--- src/rtl/ce_gen_multi.sv ---
// ce_gen_multi
// Multi-channel clock-enable generator for the clk_sys domain. Each channel is
// a fractional phase accumulator: the carry out of the accumulator gives the
// rising-phase enable (ce_p). The half-scale crossing gives the paired
// falling-phase enable (ce_n).
// A new increment is held in a per-channel pending register. It is swapped in
// only at a period boundary, so a rate change never shortens or stretches a
// pulse mid-period.
module ce_gen_multi #(
  parameter int                      NUM_CH   = 4,
  parameter int                      ACC_W    = 16,
  parameter logic [NUM_CH*ACC_W-1:0] INIT_INC = {16'h8000, 16'h4000, 16'h2000, 16'h2000}
) (
  input  logic                      clk_sys,
  input  logic                      reset,
  input  logic                      inc_wr,
  input  logic [$clog2(NUM_CH)-1:0] inc_ch,
  input  logic [ACC_W-1:0]          inc_data,
  input  logic [NUM_CH-1:0]         pause,
  input  logic                      sync,
  output logic [NUM_CH-1:0]         ce_p,
  output logic [NUM_CH-1:0]         ce_n,
  output logic [NUM_CH-1:0]         inc_pend
);

  localparam int               CH_W    = $clog2(NUM_CH);
  // Largest legal increment: half of the accumulator range, i.e. f_clk/2.
  // Keeping inc at or below this value means a carry edge and a half-point
  // crossing can never fall on the same cycle.
  localparam logic [ACC_W-1:0] INC_MAX = {1'b1, {(ACC_W-1){1'b0}}};

  // Saturate an increment to INC_MAX.
  function automatic logic [ACC_W-1:0] clamp_inc(input logic [ACC_W-1:0] v);
    return (v > INC_MAX) ? INC_MAX : v;
  endfunction

  // The write data is clamped once and shared by every channel.
  logic [ACC_W-1:0] w_wr_data;
  assign w_wr_data = clamp_inc(inc_data);

  for (genvar g = 0; g < NUM_CH; g++) begin : g_ch
    logic [ACC_W-1:0] r_acc;
    logic [ACC_W-1:0] r_inc;
    logic [ACC_W-1:0] r_pend;
    logic             r_pend_vld;
    logic             r_ce_p;
    logic             r_ce_n;

    logic [ACC_W:0]   w_sum;
    logic             w_carry;
    logic             w_half;
    logic             w_wr_hit;
    logic             w_apply;

    // Next-phase arithmetic, boundary detection and write decode for this channel.
    always_comb begin
      w_sum    = {1'b0, r_acc} + {1'b0, r_inc};
      w_carry  = w_sum[ACC_W];
      // Rising through the half-scale point without wrapping.
      w_half   = ~r_acc[ACC_W-1] & w_sum[ACC_W-1] & ~w_sum[ACC_W];
      // An inc_ch value that names no channel matches nothing and is dropped.
      w_wr_hit = inc_wr && (inc_ch == CH_W'(g));
      // A pending rate takes effect at the end of a period. An idle channel
      // (inc==0) has no period end, so it takes the new rate right away.
      w_apply  = r_pend_vld && (w_carry || (r_inc == '0));
    end

    // Accumulator, increment, pending-rate and enable registers.
    // Priority: reset, then sync, then pause, then normal accumulate.
    always_ff @(posedge clk_sys) begin
      if (reset) begin
        r_acc      <= '0;
        r_inc      <= clamp_inc(INIT_INC[g*ACC_W +: ACC_W]);
        r_pend     <= '0;
        r_pend_vld <= 1'b0;
        r_ce_p     <= 1'b0;
        r_ce_n     <= 1'b0;
      end else begin
        if (sync) begin
          // Phase resync overrides pause. It is also a clean boundary for a
          // pending rate.
          r_acc  <= '0;
          r_ce_p <= 1'b0;
          r_ce_n <= 1'b0;
          if (r_pend_vld) begin
            r_inc      <= r_pend;
            r_pend_vld <= 1'b0;
          end
        end else if (pause[g]) begin
          // Phase and rate are frozen, so the channel resumes phase-continuous.
          r_ce_p <= 1'b0;
          r_ce_n <= 1'b0;
        end else begin
          // This edge still accumulates with the old increment. The swap is
          // seen from the next edge on.
          r_acc  <= w_sum[ACC_W-1:0];
          r_ce_p <= w_carry;
          r_ce_n <= w_half;
          if (w_apply) begin
            r_inc      <= r_pend;
            r_pend_vld <= 1'b0;
          end
        end
        // A write on the same edge as a swap wins over the clear. It waits for
        // the next boundary, and a later write simply replaces it.
        if (w_wr_hit) begin
          r_pend     <= w_wr_data;
          r_pend_vld <= 1'b1;
        end
      end
    end

    assign ce_p[g]     = r_ce_p;
    assign ce_n[g]     = r_ce_n;
    assign inc_pend[g] = r_pend_vld;
  end

endmodule
--- config.mk ---
export PLATFORM = sky130hd
export DESIGN_NAME = ce_gen_multi
export DESIGN_NICKNAME = d
export VERILOG_FILES = /design/src/rtl/ce_gen_multi.sv
export SDC_FILE = /design/constraint.sdc
export NUM_CORES = 1
export LEC_CHECK = 0
export ABC_AREA = 1
export BUFFER_PORTS_ARGS = -buffer_cell sky130_fd_sc_hd__buf_2
export CORE_UTILIZATION = 50
export DETAILED_ROUTE_END_ITERATION = 12
export HOLD_SLACK_MARGIN = 0.06
export PLACE_DENSITY = 0.8
export RECOVER_POWER = 50
export SLEW_MARGIN = 20
export SYNTH_ARGS = -nofsm -noshare
export SYNTH_HDL_FRONTEND = slang
export SYNTH_SLANG_ARGS = --single-unit
export TNS_END_PERCENT = 30
--- constraint.sdc ---
create_clock -name clk_sys -period 2.05 [get_ports clk_sys]
set_clock_uncertainty 0.2 [all_clocks]
set_input_delay 0 -clock clk_sys [delete_from_list [all_inputs] [get_ports clk_sys]]
set_output_delay 0 -clock clk_sys [all_outputs]
set_load 0.1 [all_outputs]
; ---- Word level (Yosys, flattened, before mapping)
; Cells that the tools add are included.
; W data, S select, Z words.
[word_totals]
out_inout_bits = 12
wordCells = 131
ff_bits = 204
[classes]
muxes = 33
addsub = 4
n_lt_le_gt_ge = 1
n_reduce_logical = 38
eq_ne = 15
n_bitwise = 16
[ops]
columns = operator, n
row1 = $mux W16, 17
row2 = $add A16 B16 Y17, 4
row3 = $logic_not A16 Y1, 4
row4 = $gt A16 B16 Y1 const B, 1
row5 = $mux W1, 16
row6 = $ne A2 B1 Y1 const B, 8
row7 = $ne A3 B1 Y1 const B, 4
row8 = $reduce_and A3 Y1, 4
row9 = $reduce_bool A3 Y1, 4
row10 = $reduce_or A3 Y1, 4
row11 = $and A1 B1 Y1, 8
row12 = $logic_and A1 B1 Y1, 8
row13 = $not A1 Y1, 8
row14 = $reduce_and A2 Y1, 4
row15 = $reduce_bool A2 Y1, 4
row16 = $eq A2 B2 Y1 const B, 2
row17 = $logic_or A1 B1 Y1, 4
row18 = $eq A2 B1 Y1 const B, 1
row19 = $logic_not A2 Y1, 1
row20 = $reduce_or A2 Y1, 1

; ---- Longest topological paths before layout
[depth]
word_depth = 7
mapped_depth = 15
depth_no_buf = 14

; ---- Worst setup path before layout
; OpenSTA, ideal clock, no wires.
[synth_path]
path_type = reg-to-reg
startpoint = reg g_ch[0].r_acc[0]
endpoint = reg g_ch[0].r_inc[10]
synth_period_minus_slack_ns = 2.130
path_slack_ns = -0.080
t_required_ns = 1.735
setup_time_ns = 0.115
path_stages_with_launch = 15
arrival_time_ns = 1.815
cell_sequence = dfxtp_1 -> ha_1 -> inv_1 -> fa_1 -> inv_1 -> nand3_1 -> nand2_1 -> nand2_1 -> nand2_1 -> nand2_1 -> nand3_2 -> nand2_4 -> buf_4 -> a21oi_1 -> nor2_1
[synth_via]
elab_chain_len = 5
[synth_rtl]
columns = element, line
row1 = "start, declared", 42  ; logic [ACC_W-1:0] r_acc;
row2 = "start signal, assigned", 96  ; r_acc <= w_sum[ACC_W-1:0];
row3 = $add A16 B16 Y17, 57  ; w_sum = {1'b0, r_acc} + {1'b0, r_inc};
row4 = $logic_or A1 B1 Y1, 65  ; w_apply = r_pend_vld && (w_carry || (r_inc == '0));
row5 = $logic_and A1 B1 Y1, 65
row6 = $reduce_bool A2 Y1 (no source line), n/a
row7 = $reduce_and A3 Y1 (no source line), n/a
row8 = "end signal, assigned", 73  ; r_inc <= clamp_inc(INIT_INC[g*ACC_W +: ACC_W]);
row9 = "end signal, assigned", 86  ; r_inc <= r_pend;
row10 = "end signal, assigned", 100  ; r_inc <= r_pend;
row11 = "end, declared", 43  ; logic [ACC_W-1:0] r_inc;
; Every way passes these cells.
; A chain may end at the register's enable or synchronous reset.

; ---- Worst setup path in the final report
[layout_path]
startpoint = reg g_ch[0].r_inc[0]
endpoint = reg g_ch[0].r_inc[7]
[layout_via]
elab_chain_len = 5
elab_cells_between_ends = 6
classes_between = add/sub (1) / reduce/logical (5)
[layout_rtl]
columns = element, line
row1 = $add A16 B16 Y17 or $logic_not A16 Y1 (tied branches), "57, 65"
row2 = $logic_or A1 B1 Y1 *, 65
row3 = $logic_and A1 B1 Y1 *, 65
row4 = $reduce_bool A2 Y1 (no source line) *, n/a
row5 = $reduce_and A3 Y1 (no source line) *, n/a
; Mark *: on every way between the ends. The rest lies on a longest branch, timed or not.

==> flow_metrics.py <==
metrics = {
    "drt": {
        "vias_per_cell": 5.47,
        "ant_nets": 0,
        "drc": 0,
        "drt_iter0_drc": 812,
        "wl_per_cell_microns": 15.8,
        "via_count": 11600,
        "wirelength_mm": 33.4,
        "dr.pass1.iters": 5,
    },
    "yosys": {
        "ys_ff_latch": 204,
        "synthCells": 1670,
        "synth_top_family_by_area": "simple AND/OR/NAND/NOR gates",
        "synth.distinct_cells": 44,
        "synthFlopType": "dfxtp_1",
        "synth-compound-area-share_pct": 15.6,
        "synth-xor-area-share_pct": 1.22,
        "ys_seq_area_share_pct": 35.7,
        "ys_warn_count": 0,
        "synthMuxAreaShare_pct": 0,
        "synth_edf_count": 0,
        "synthArstFlopShare_pct": 0,
        "syn-cell-area_sq_um": 11500,
        "synthAdderAreaFrac_pct": 7.69,
        "syn_avg_cell_area_sq_um": 6.86,
        "synth_nets": 1764,
        "yosys.area_share.simple_pct": 29.7,
    },
    "worst_setup_path": {
        "cp_num_buf_inv": 3,
        "critPathLaunchType": "flip-flop",
        "r2r_setup_slack_ps": -210,
        "reg2reg_from": "g_ch[0].r_inc[0]",
        "critical_path.top_delay_family": "simple AND/OR/NAND/NOR gates",
        "crit_cells": 15,
        "worstSetupEndpoint": "g_ch[0].r_inc[7]",
        "startpoint": "g_ch[0].r_inc[0]",
        "cp.arrival_ps": 2500,
        "crit_type": "flip-flop to flip-flop",
        "max_stage_delay_ps": 360,
        "cp_cell_sequence": "ha_4, inv_2, fa_2, inv_1, nand3_1, nand2_1, nand2_1, nand2_2, nand2_4, nand3_4, buf_12, nand2_8, nand3_2, nand2_1, nor2_1",
        "critPathSlowestCell": "dfxtp_2",
        "path_max_fanout": 8,
        "reg2reg_to": "g_ch[0].r_inc[7]",
        "cpMostUsedCell": "nand2_1",
        "r2r_cells": 15,
        "crit_required_ps": 2290,
        "cp-end-kind": "flip-flop",
    },
    "global_routing": {
        "overflow": 0,
        "grt_start_max_net_pins": 65,
        "grt_use_met2_pct": 48.1,
        "gr-max-usage-layer": "met2",
        "grt_use_met1_pct": 33.1,
        "antenna_found_initial": 2,
        "grt_pass1_wl_mm": 53.0,
        "grt_usage_pct": 27.3,
        "use_met3_pct": 3.12,
        "grt_pass1_vias": 11200,
    },
    "final_layout": {
        "fill_cells": 1767,
        "regArea_sq_um": 4110,
        "fin_cells": 2112,
        "drive_gt1_share_pct": 23.5,
        "multi_input_area_sq_um": 7210,
        "area_growth_pct": 29.1,
        "final_nets": 1903,
    },
    "clock_network": {
        "clock_latency_ps": 510,
        "h-tree-depth": 1,
        "cts_tree": "yes",
        "cts_buffers": 23,
        "clock_path_buffers": 3,
        "clkSinkCount": 204,
        "cts_root_buffer": "clkbuf_16",
        "clkTransAtPathRegs_ps": 70,
    },
    "timing": {
        "fin_hold_ws_ps": 142,
        "finalMaxSlewViolations": 0,
        "max_slew.worst_pin.slew_ps": 913,
        "setup_viol": 67,
        "fmax_mhz": 443,
        "relSlewSlack_pct": 39.1,
        "period_minus_slack_ps": 2260,
        "period_share_pct": 110,
        "fin_ws_ps": -208,
        "hold_violations": 0,
        "rsz0062_at_grt": "yes",
    },
    "min_path": {
        "hold_path_class": "input pin to flip-flop",
    },
    "run_status": {
        "status": "finished with violations",
        "failed_checks": "setup timing",
    },
    "job": {
        "drv_cap": 0,
    },
    "die": {
        "ios": 38,
        "rows": 55,
        "die_x_microns": 153,
        "start_util_pct": 50.7,
        "fp.coreArea_sq_um": 22600,
        "dieArea_sq_um": 23500,
        "fp.dieH_microns": 153,
    },
    "placement": {
        "port_buffers": 37,
        "dp.cells": 2011,
        "place_ws_ps": -127,
        "gp_congestion": 0.936,
        "hpwl_mm": 21.0,
    },
    "power_and_ir_drop": {
        "ir_worst_vdd_mv": 0.543,
        "powerDensity_nw_per_um2": 657,
        "p_leak_uw": 0.00736,
    },
}
-- what timing repair did --
item | in CTS | in global routing
hold buffers | 29 | 0
setup buffers | 15 | 5
gates cloned | 10 | 0
endpoints found under the hold margin | 168 | 0
resized for setup | 108 | 106
pin swaps | 30 | 41
endpoints found under the setup margin | 78 | 164
-- tightest hold or removal path: stages --
cell	delay [ps]
dlygate4sd3_1	520
buf_2	230
a21oi_1	60
-- logic make-up after synthesis --
family          after synthesis
compound gates              338
xor+xnor                     16
fa+ha+maj                    68
buf+inv                     266
flops                       204
simple gates                778
-- cell type report --
| class | instances | share of cell area, % |
|---|---|---|
| clock buffer | 27 | 4.13 |
| clock inverter | 14 | 1.22 |
| multi-input combinational | 1204 | 48.8 |
| inverter | 189 | 4.80 |
| antenna | 2 | 0.0339 |
| timing repair buffer | 187 | 10.9 |
| tap | 285 | 2.41 |
| sequential | 204 | 27.8 |
-- cells in the final DEF, fill, tap and decap left out, drive strengths merged, types with 6 or more instances in the layout --
master and instances:
a21o 10, a21oi 200, buf 144, clkbuf 41, dfxtp 204, dlygate4sd3 28, ha 64, inv 193
nand2 353, nand3 142, nand3b 9, nand4 16, nor2 228, nor3 10, o21ai 108, o21bai 8
or2 13, xnor2 6, xor2 10
-- worst min path at each step --
stage          startpoint  slack, ps            endpoint  cells past startpoint
2_1_floorplan       reset       -130  g_ch[0].r_pend_vld                      1
5_1_grt             reset        170  g_ch[2].r_pend_vld                      3
3_3_place_gp        reset        120  g_ch[3].r_pend_vld                      2
3_5_place_dp        reset        120  g_ch[2].r_pend_vld                      2
4_1_cts             reset        130  g_ch[2].r_pend_vld                      3
6_report            reset        140  g_ch[2].r_pend_vld                      3
-- through the flow --
| step | util [%] | TNS (ps) | power (uW) | area (sq um) |
|---|---|---|---|---|
| final | 65.5 | -4990 | 9710 | 14800 |
| after global routing | 65.5 | -13260 | 10000 | 14800 |
| after CTS | 63.2 | -1720 | 9640 | 14300 |
| after detailed placement | 54.6 | -6060 | 5230 | 12300 |
| after global placement | 54.6 | -2890 | 5200 | 12300 |
| after floorplan | - | -43.2 | 4920 | 11500 |
-- layer usage --
metal | vias to the layer above | wire (microns)
met3 | 105 | 1620
met1 | 5342 | 13800
met2 | 385 | 16500
met5 | - | 0
li1 | 5723 | -
met4 | 0 | 1500
-- Yosys cell counts, types with 6 or more instances --
cell / instances / area share (%)
nor2_1: 224 / 7.3
nand3b_1: 9 / 0.59
nand2_1: 339 / 11
or2_2: 12 / 0.66
dfxtp_1: 204 / 36
nor3_1: 6 / 0.26
xor2_1: 10 / 0.76
a21oi_1: 197 / 8.6
ha_1: 64 / 7.0
nand2_2: 7 / 0.38
nand3_2: 15 / 1.3
nand3_1: 127 / 5.6
buf_2: 8 / 0.35
clkbuf_1: 38 / 1.2
inv_1: 183 / 6.0
buf_6: 12 / 1.2
o21bai_1: 8 / 0.52
a21o_1: 10 / 0.66
buf_4: 15 / 0.98
xnor2_1: 6 / 0.46
nand4_1: 16 / 0.87
o21ai_0: 105 / 4.6
-- state kept, by name, indices dropped and copies added, names as in the netlist --
| register | flops |
|---|---|
| g_ch.r_ce_p | 4 |
| g_ch.r_inc | 64 |
| g_ch.r_pend | 64 |
| g_ch.r_acc | 64 |
| g_ch.r_ce_n | 4 |
| g_ch.r_pend_vld | 4 |
-- power by group --
part | internal [uW] | switching [uW]
registers | 4110 | 125
logic | 457 | 669
clock network | 2550 | 1800
total | 7120 | 2590
Note: power is estimated with default switching activity, not from simulation.
